`config.mk`:
```
export PLATFORM = sky130hd
export DESIGN_NAME = rf_write_arbiter
export DESIGN_NICKNAME = d
export VERILOG_FILES = /design/src/rtl/rf_write_arbiter.sv
export SDC_FILE = /design/constraint.sdc
export NUM_CORES = 1
export LEC_CHECK = 0
export BUFFER_PORTS_ARGS = -buffer_cell sky130_fd_sc_hd__buf_2
export CAP_MARGIN = 10
export CORE_ASPECT_RATIO = 0.75
export CORE_MARGIN = 2
export CORE_UTILIZATION = 41
export DETAILED_ROUTE_END_ITERATION = 7
export GPL_ROUTABILITY_DRIVEN = 1
export PLACE_DENSITY_LB_ADDON = 0.1
export SLEW_MARGIN = 10
export SYNTH_ARGS = -nofsm -noshare
export SYNTH_HDL_FRONTEND = slang
export SYNTH_SLANG_ARGS = --single-unit
```
`constraint.sdc`:
```
create_clock -name clk -period 5.4 [get_ports clk]
set_input_delay 0.54 -clock clk [delete_from_list [all_inputs] [get_ports clk]]
set_output_delay 0.54 -clock clk [all_outputs]
set_load 0.02 [all_outputs]
```
`src/rtl/rf_write_arbiter.sv`:
```
// Round-robin arbiter that merges ALU and memory writebacks, each queued in its own FIFO, onto one registered register-file write port.
// Optional WB_BYPASS_EN: an entry arriving at an empty FIFO whose requester wins arbitration goes straight to the write port.

module rf_wb_fifo #(
  parameter int DEPTH = 2,
  parameter int W     = 19
) (
  input  logic                     clk,
  input  logic                     reset,
  input  logic                     push,
  input  logic                     pop,
  input  logic [W-1:0]             din,
  output logic [W-1:0]             head,
  output logic [$clog2(DEPTH):0]   count
);
  localparam int PTR_W = $clog2(DEPTH);

  logic [W-1:0]     mem [DEPTH];
  logic [PTR_W-1:0] wr_ptr;
  logic [PTR_W-1:0] rd_ptr;

  // NOTE: storage has no reset; an entry is only read once count says it was written.
  always_ff @(posedge clk) begin
    if (push) mem[wr_ptr] <= din;
  end

  // Pointers wrap naturally because DEPTH is a power of two.
  // NOTE: sequential state uses non-blocking assignments so every register samples pre-edge values.
  always_ff @(posedge clk) begin
    if (!reset) begin
      wr_ptr <= '0;
      rd_ptr <= '0;
      count  <= '0;
    end else begin
      if (push) wr_ptr <= wr_ptr + 1'b1;
      if (pop)  rd_ptr <= rd_ptr + 1'b1;
      case ({push, pop})
        2'b10:   count <= count + 1'b1;
        2'b01:   count <= count - 1'b1;
        default: count <= count;
      endcase
    end
  end

  assign head = mem[rd_ptr];
endmodule

module rf_write_arbiter #(
  parameter int FIFO_DEPTH = 2,
  parameter int ADDR_W     = 3,
  parameter int DATA_W     = 16
) (
  input  logic              clk,
  input  logic              reset,
  input  logic              alu_wb_valid,
  input  logic [ADDR_W-1:0] alu_wb_addr,
  input  logic [DATA_W-1:0] alu_wb_data,
  output logic              alu_wb_ready,
  input  logic              mem_wb_valid,
  input  logic [ADDR_W-1:0] mem_wb_addr,
  input  logic [DATA_W-1:0] mem_wb_data,
  output logic              mem_wb_ready,
  output logic              write_en,
  output logic [ADDR_W-1:0] write_addr,
  output logic [DATA_W-1:0] write_data,
  output logic              wb_pending
);
  localparam int CNT_W = $clog2(FIFO_DEPTH) + 1;

  typedef enum logic {GRANT_ALU = 1'b0, GRANT_MEM = 1'b1} grant_e;
  typedef struct packed {
    logic [ADDR_W-1:0] addr;
    logic [DATA_W-1:0] data;
  } wb_entry_t;

  grant_e     last_grant;
  wb_entry_t  alu_in, mem_in, alu_head, mem_head, win_entry;
  logic [CNT_W-1:0] alu_count, mem_count;
  logic alu_empty, mem_empty, alu_req, mem_req;
  logic grant_alu, grant_mem, alu_bypass, mem_bypass;
  logic alu_push, mem_push, alu_pop, mem_pop;

  assign alu_in = '{addr: alu_wb_addr, data: alu_wb_data};
  assign mem_in = '{addr: mem_wb_addr, data: mem_wb_data};

  // Ready comes from the registered count only, so a full FIFO refuses even while popping.
  assign alu_wb_ready = alu_count < CNT_W'(FIFO_DEPTH);
  assign mem_wb_ready = mem_count < CNT_W'(FIFO_DEPTH);
  assign alu_empty    = alu_count == '0;
  assign mem_empty    = mem_count == '0;

  // NOTE: every always_comb output gets a default first so no latch can be inferred.
  always_comb begin
    alu_req    = !alu_empty;
    mem_req    = !mem_empty;
    alu_bypass = 1'b0;
    mem_bypass = 1'b0;
`ifdef WB_BYPASS_EN
    alu_req    = alu_req || alu_wb_valid;
    mem_req    = mem_req || mem_wb_valid;
`else
    alu_req    = alu_req;
    mem_req    = mem_req;
`endif
    grant_alu  = alu_req && (!mem_req || last_grant == GRANT_MEM);
    grant_mem  = mem_req && !grant_alu;
`ifdef WB_BYPASS_EN
    alu_bypass = grant_alu && alu_empty;
    mem_bypass = grant_mem && mem_empty;
`else
    alu_bypass = 1'b0;
    mem_bypass = 1'b0;
`endif
    alu_push   = alu_wb_valid && alu_wb_ready && !alu_bypass;
    mem_push   = mem_wb_valid && mem_wb_ready && !mem_bypass;
    alu_pop    = grant_alu && !alu_empty;
    mem_pop    = grant_mem && !mem_empty;
    win_entry  = '0;
    if (grant_alu)      win_entry = alu_bypass ? alu_in : alu_head;
    else if (grant_mem) win_entry = mem_bypass ? mem_in : mem_head;
  end

  rf_wb_fifo #(.DEPTH(FIFO_DEPTH), .W($bits(wb_entry_t))) u_alu_fifo (
    .clk   (clk),
    .reset (reset),
    .push  (alu_push),
    .pop   (alu_pop),
    .din   (alu_in),
    .head  (alu_head),
    .count (alu_count)
  );

  rf_wb_fifo #(.DEPTH(FIFO_DEPTH), .W($bits(wb_entry_t))) u_mem_fifo (
    .clk   (clk),
    .reset (reset),
    .push  (mem_push),
    .pop   (mem_pop),
    .din   (mem_in),
    .head  (mem_head),
    .count (mem_count)
  );

  // Address and data hold their last value when no grant is made.
  always_ff @(posedge clk) begin
    if (!reset) begin
      write_en   <= 1'b0;
      write_addr <= '0;
      write_data <= '0;
      last_grant <= GRANT_MEM;
    end else begin
      write_en <= grant_alu || grant_mem;
      if (grant_alu || grant_mem) begin
        write_addr <= win_entry.addr;
        write_data <= win_entry.data;
      end
      if (grant_alu)      last_grant <= GRANT_ALU;
      else if (grant_mem) last_grant <= GRANT_MEM;
    end
  end

  assign wb_pending = !alu_empty || !mem_empty || write_en;
endmodule
```
# Word-level counts from Yosys, hierarchy flattened
# Memories as Yosys holds them, arrays and structs flattened. A register that Yosys moved wholly into a read port is not among the register bits.
# Index checks and enable logic that the tools add are counted.
[word_totals] reg_bits=29 latchBits=0 mem_bits_rw=76 rom_bits=0 inputBits=42 wordCells=58 mem_count=2
[op_classes] addsub=8 n_mul=0 div=0 n_lt_le_gt_ge=2 n_eq_ne=4 n_shift=0 n_mux=14 bitwise_logic=0 reduce_logical=18
[mem_list] name="u_alu_fifo.mem" depth=2 word_bits=19 read_ports=1 rd_ports_with_merged_regs=1 write_ports=1 line="18" source="logic [W-1:0] mem [DEPTH];"
[mem_list] name="u_mem_fifo.mem" depth=2 word_bits=19 read_ports=1 rd_ports_with_merged_regs=1 write_ports=1 line="18"
[op_table] op="$mux 19" count=2
[op_table] op="$mux 1" count=10
[op_table] op="$pmux 2 s2" count=2
[op_table] op="$logic_and 1x1->1" count=6
[op_table] op="$reduce_bool 2->1" count=3
[op_table] op="$add 1x1->1 const B" count=4
[op_table] op="$add 2x1->2 const B" count=2
[op_table] op="$eq 2x1->1 const B" count=2
[op_table] op="$eq 2x2->1 const B" count=2
[op_table] op="$logic_not 2->1" count=2
[op_table] op="$logic_or 1x1->1" count=4
[op_table] op="$lt 2x2->1 const B" count=2
[op_table] op="$sub 2x1->2 const B" count=2
[op_table] op="$logic_not 1->1" count=3

# Longest topological paths before layout
[depth] ltp_word=8 depth_mapped=7

# Modules after synthesis
# A second synthesis with hierarchy kept.
[hier_totals] hier_cells=243 area_unflattened_um2=4092.7
[modules_own_cells] mod="rf_wb_fifo" n_inst=2 cells_each=79 area_each_um2=1574.0 seq_area_each_um2=1241.2
[modules_own_cells] mod="rf_write_arbiter" n_inst=1 cells_each=85 area_each_um2=944.7 seq_area_each_um2=420.4

# Worst setup path after synthesis
# No wires, ideal clock.
[synth_path] path_kind="register to output" start="reg u_mem_fifo.count[1]" end="out wb_pending" t_arrival_ns=1.385 path_slack_ns=3.475 stages_incl_launch_ff=5 path_buffers=2 cell_sequence="dfxtp_1 > buf_6 > or4_4 > buf_6 > or2_1"
[synth_via] elab_chain_len=4
[synth_rtl] element="start, declared" line="14" source="output logic [$clog2(DEPTH):0] count"
[synth_rtl] element="start signal, assigned" line="38" source="2'b10: count <= count + 1'b1;"
[synth_rtl] element="start signal, assigned" line="39" source="2'b01: count <= count - 1'b1;"
[synth_rtl] element="start signal, assigned" line="40" source="default: count <= count;"
[synth_rtl] element="$logic_not 2->1" line="90" source="assign mem_empty = mem_count == '0;"
[synth_rtl] element="$logic_not 1->1" line="161" source="assign wb_pending = !alu_empty || !mem_empty || write_en;"
[synth_rtl] element="$logic_or 1x1->1 (2 in series)" line="161"
[synth_rtl] element="end, declared" line="66" source="output logic wb_pending"
# No other way between the ends.

# Worst setup path after layout
# Same ends and word-level chain as after synthesis.

==> out/qor.yml <==
outcome:
  status: "completed"
min_path:
  hold_path_startpoint: "alu_wb_data[12]"
  hp-class: "input port to flip-flop"
  min_path_cells: 1
  worstHoldEndpoint: "u_alu_fifo.mem[0][12]"
timing:
  period_minus_slack_ns: 2.47
  worst_pin_slew_ns: 0.923
  finalHoldViolCount: 0
  slew_viol_final: 0
  clock_skew_ns: 0.00873
  fmax_ghz: 0.405
  rsz0062_at_grt: "no"
  tns_ns: 0
  final.period_utilization_pct: 45.8
  max_slew_margin_pct: 38.5
  setup_viol: 0
place:
  dp_cells: 469
  io_buffers: 64
  dp_hpwl_um: 5350
  place_congestion: 0.770
power:
  p_per_area_nw_per_um2: 539
  ir_drop_v: 0.000261
  total_power_mw: 2.62
  leakage_nw: 1.75
final_layout:
  diodes: 0
  drive_gt1_share_pct: 34.8
  area_growth_pct: 16.8
  fin_cells: 485
  fin_nets: 392
  fillers: 886
critical_path:
  r2r_start: "u_mem_fifo.count[1]"
  crit_fanout: 40
  rrSetupSlack_ns: 3.74
  path_cells: "or4_4, or2_1, buf_2"
  r2r_cells: 5
  startpoint_type: "flip-flop"
  cp-end-kind: "output port"
  max_stage_delay_ns: 0.75
  rr_endpoint: "u_alu_fifo.count[1]"
  cp_slowest_cell: "or4_4"
  cp.arrival_ns: 1.93
  crit_required_ns: 4.86
  path_class: "flip-flop to output port"
routing:
  drtPass1Iterations: 4
  wire_per_inst_um: 16.3
  drt-initial-drc-count: 177
  ant_nets: 0
  via_count: 2373
  wl_um: 7920
  viasPerCell: 4.89
  drc: 0
die:
  rows: 31
  die-height_um: 91.2
  io_pins: 65
  fp.coreArea_um2: 9770
  dieArea_um2: 11000
  dieWidth_um: 120
  start_util_pct: 42.5
cts:
  post_cts_buffers: 0
  clk_path_buf_depth: 2
  cts.sinks: 107
  clk_pin_slew_ns: 0.07
  ctsResizeCount: 0
  htreeDepth: 3
  numCtsBuffers: 9
  holdBufCountCts: 0
  cts_tree: "built"
  clkLatencyLatePin_ns: 0.34
  cts_root_buf: "clkbuf_16"
global_route:
  grt_use_total_pct: 15.2
  antenna_found_initial: 0
  grt_start_max_net_pins: 41
  grt_overflow: 0
  grt_pass1_wl_um: 12400
  grt_pass1_vias: 2302
logic_synthesis:
  ys_ff_latch: 107
  ys_top_cells_by_area: "edfxtp_1 55%, dfxtp_1 15%, mux2_2 10%"
  synth_top_family_by_area: "multiplexers"
  synth-adder-area-share_pct: 0.602
  postSynthAreaPerCell_um2: 14.3
  synth-simple-area-share_pct: 7.65
  synth_compound_area_share_pct: 7.38
  synthesis.area_um2: 4160
  ys_types: 29
  muxShareOfSynthArea_pct: 10.3
  syn-num-nets: 335
  yosysWarnings: 0
  seq_area_frac_synth_pct: 69.8
  synth-xor-area-share_pct: 1.26
  synth_cells: 291
  synth.largest_area_cell: "edfxtp_1"
  synth_top_area_share_pct: 54.9
job:
  maxCapViolCount: 0
[critical path: cells and delay by family, from the launching register on]
kind	cells	cell delay [ns]
flops	1	0.39
buf+inv	1	0.16
simple gates	2	1.03
[cell usage in the layout, fill, tap and decap left out, types with 4 or more instances in the layout]
cell type  instances
o21ai_1            8
or3_1              4
a21oi_1            6
edfxtp_1          76
dfxtp_1           31
o21ai_0           16
xor2_1             4
nand3_1           38
mux2_2            38
nor2_1            11
a31oi_1           19
clkbuf_16          9
buf_2             64
[kinds of logic (layout without fill, tap and decap cells)]
logic type | count (synthesis) | in the layout
flip-flops | 107 | 107
AND/OR/NAND/NOR | 62 | 62
XOR/XNOR | 6 | 6
AO/OA/AOI/OAI | 53 | 53
buffers and inverters | 23 | 85
adder cells (fa/ha/maj) | 2 | 2
multiplexers | 38 | 38
[synthesized netlist by cell type]
cell type  count
o21ai_1        8
o21ai_0       16
edfxtp_1      76
dfxtp_1       31
ha_1           2
clkinv_1       1
and2_1         1
nand2b_1       2
a31oi_1       19
buf_1          1
clkbuf_1       4
nor2_1        11
o21ai_2        1
o21ba_2        1
xnor2_1        2
o21a_1         1
mux2_2        38
xor2_1         4
or3_1          4
a21oi_1        6
buf_6          3
and3_1         2
or2_1          1
or2_2          2
nand3_1       38
or4_4          1
buf_2         12
o21bai_2       1
inv_1          2
[worst max path at each step]
stage	startpoint	to	slack, ns	depth (start not counted)
after floorplan	u_mem_fifo.count[1]	wb_pending	3.47	4
after global placement	u_mem_fifo.count[1]	wb_pending	3.32	3
after detailed placement	u_mem_fifo.count[1]	wb_pending	3.30	3
after CTS	u_mem_fifo.count[1]	wb_pending	2.92	3
after global routing	u_mem_fifo.count[1]	wb_pending	2.83	3
final	u_mem_fifo.count[1]	wb_pending	2.93	3
[final cells by class]
type | count | area [um^2] | area share (%)
clock buffers | 10 | 229 | 4.72
clock inverters | 6 | 80.1 | 1.65
inverters | 3 | 11.3 | 0.232
multi-input cells | 161 | 1130 | 23.3
flip-flops and latches | 107 | 2900 | 59.8
well taps | 132 | 165 | 3.40
repair buffers | 66 | 335 | 6.91
[layer usage]
layer  part of all wire, %  GRT usage, %  up-vias
met5                     0             0        -
met4                   1.1          4.94        0
met3                   5.0          5.03        7
met2                    41          20.4       47
met1                    53          23.1     1105
li1                      -             -     1214
[metrics by stage]
step           area, um^2  hold slack (ns)  utilization [%]  worst slack, ns
2_1_floorplan        4160            0.480                -             3.47
3_3_place_gp         4540            0.493             46.5             3.32
3_5_place_dp         4540            0.504             46.5             3.30
4_1_cts              4850            0.371             49.7             2.92
5_1_grt              4850            0.369             49.7             2.83
6_report             4850            0.387             49.7             2.93
[registers in the layout, indices dropped and copies added (netlist names), named ones only]
signal             count
u_alu_fifo.rd_ptr      1
write_data            16
write_addr             3
last_grant             1
write_en               1
u_mem_fifo.mem        38
u_mem_fifo.wr_ptr      1
u_mem_fifo.count       2
u_mem_fifo.rd_ptr      1
u_alu_fifo.wr_ptr      1
u_alu_fifo.count       2
u_alu_fifo.mem        38
[power breakdown]
group          switching (mW)  total, mW  internal, mW
logic                   0.455      0.762         0.306
clock network           0.274      0.676         0.402
registers               0.114       1.18          1.07
total                   0.843       2.62          1.77
(Power assumes the default switching activity.)
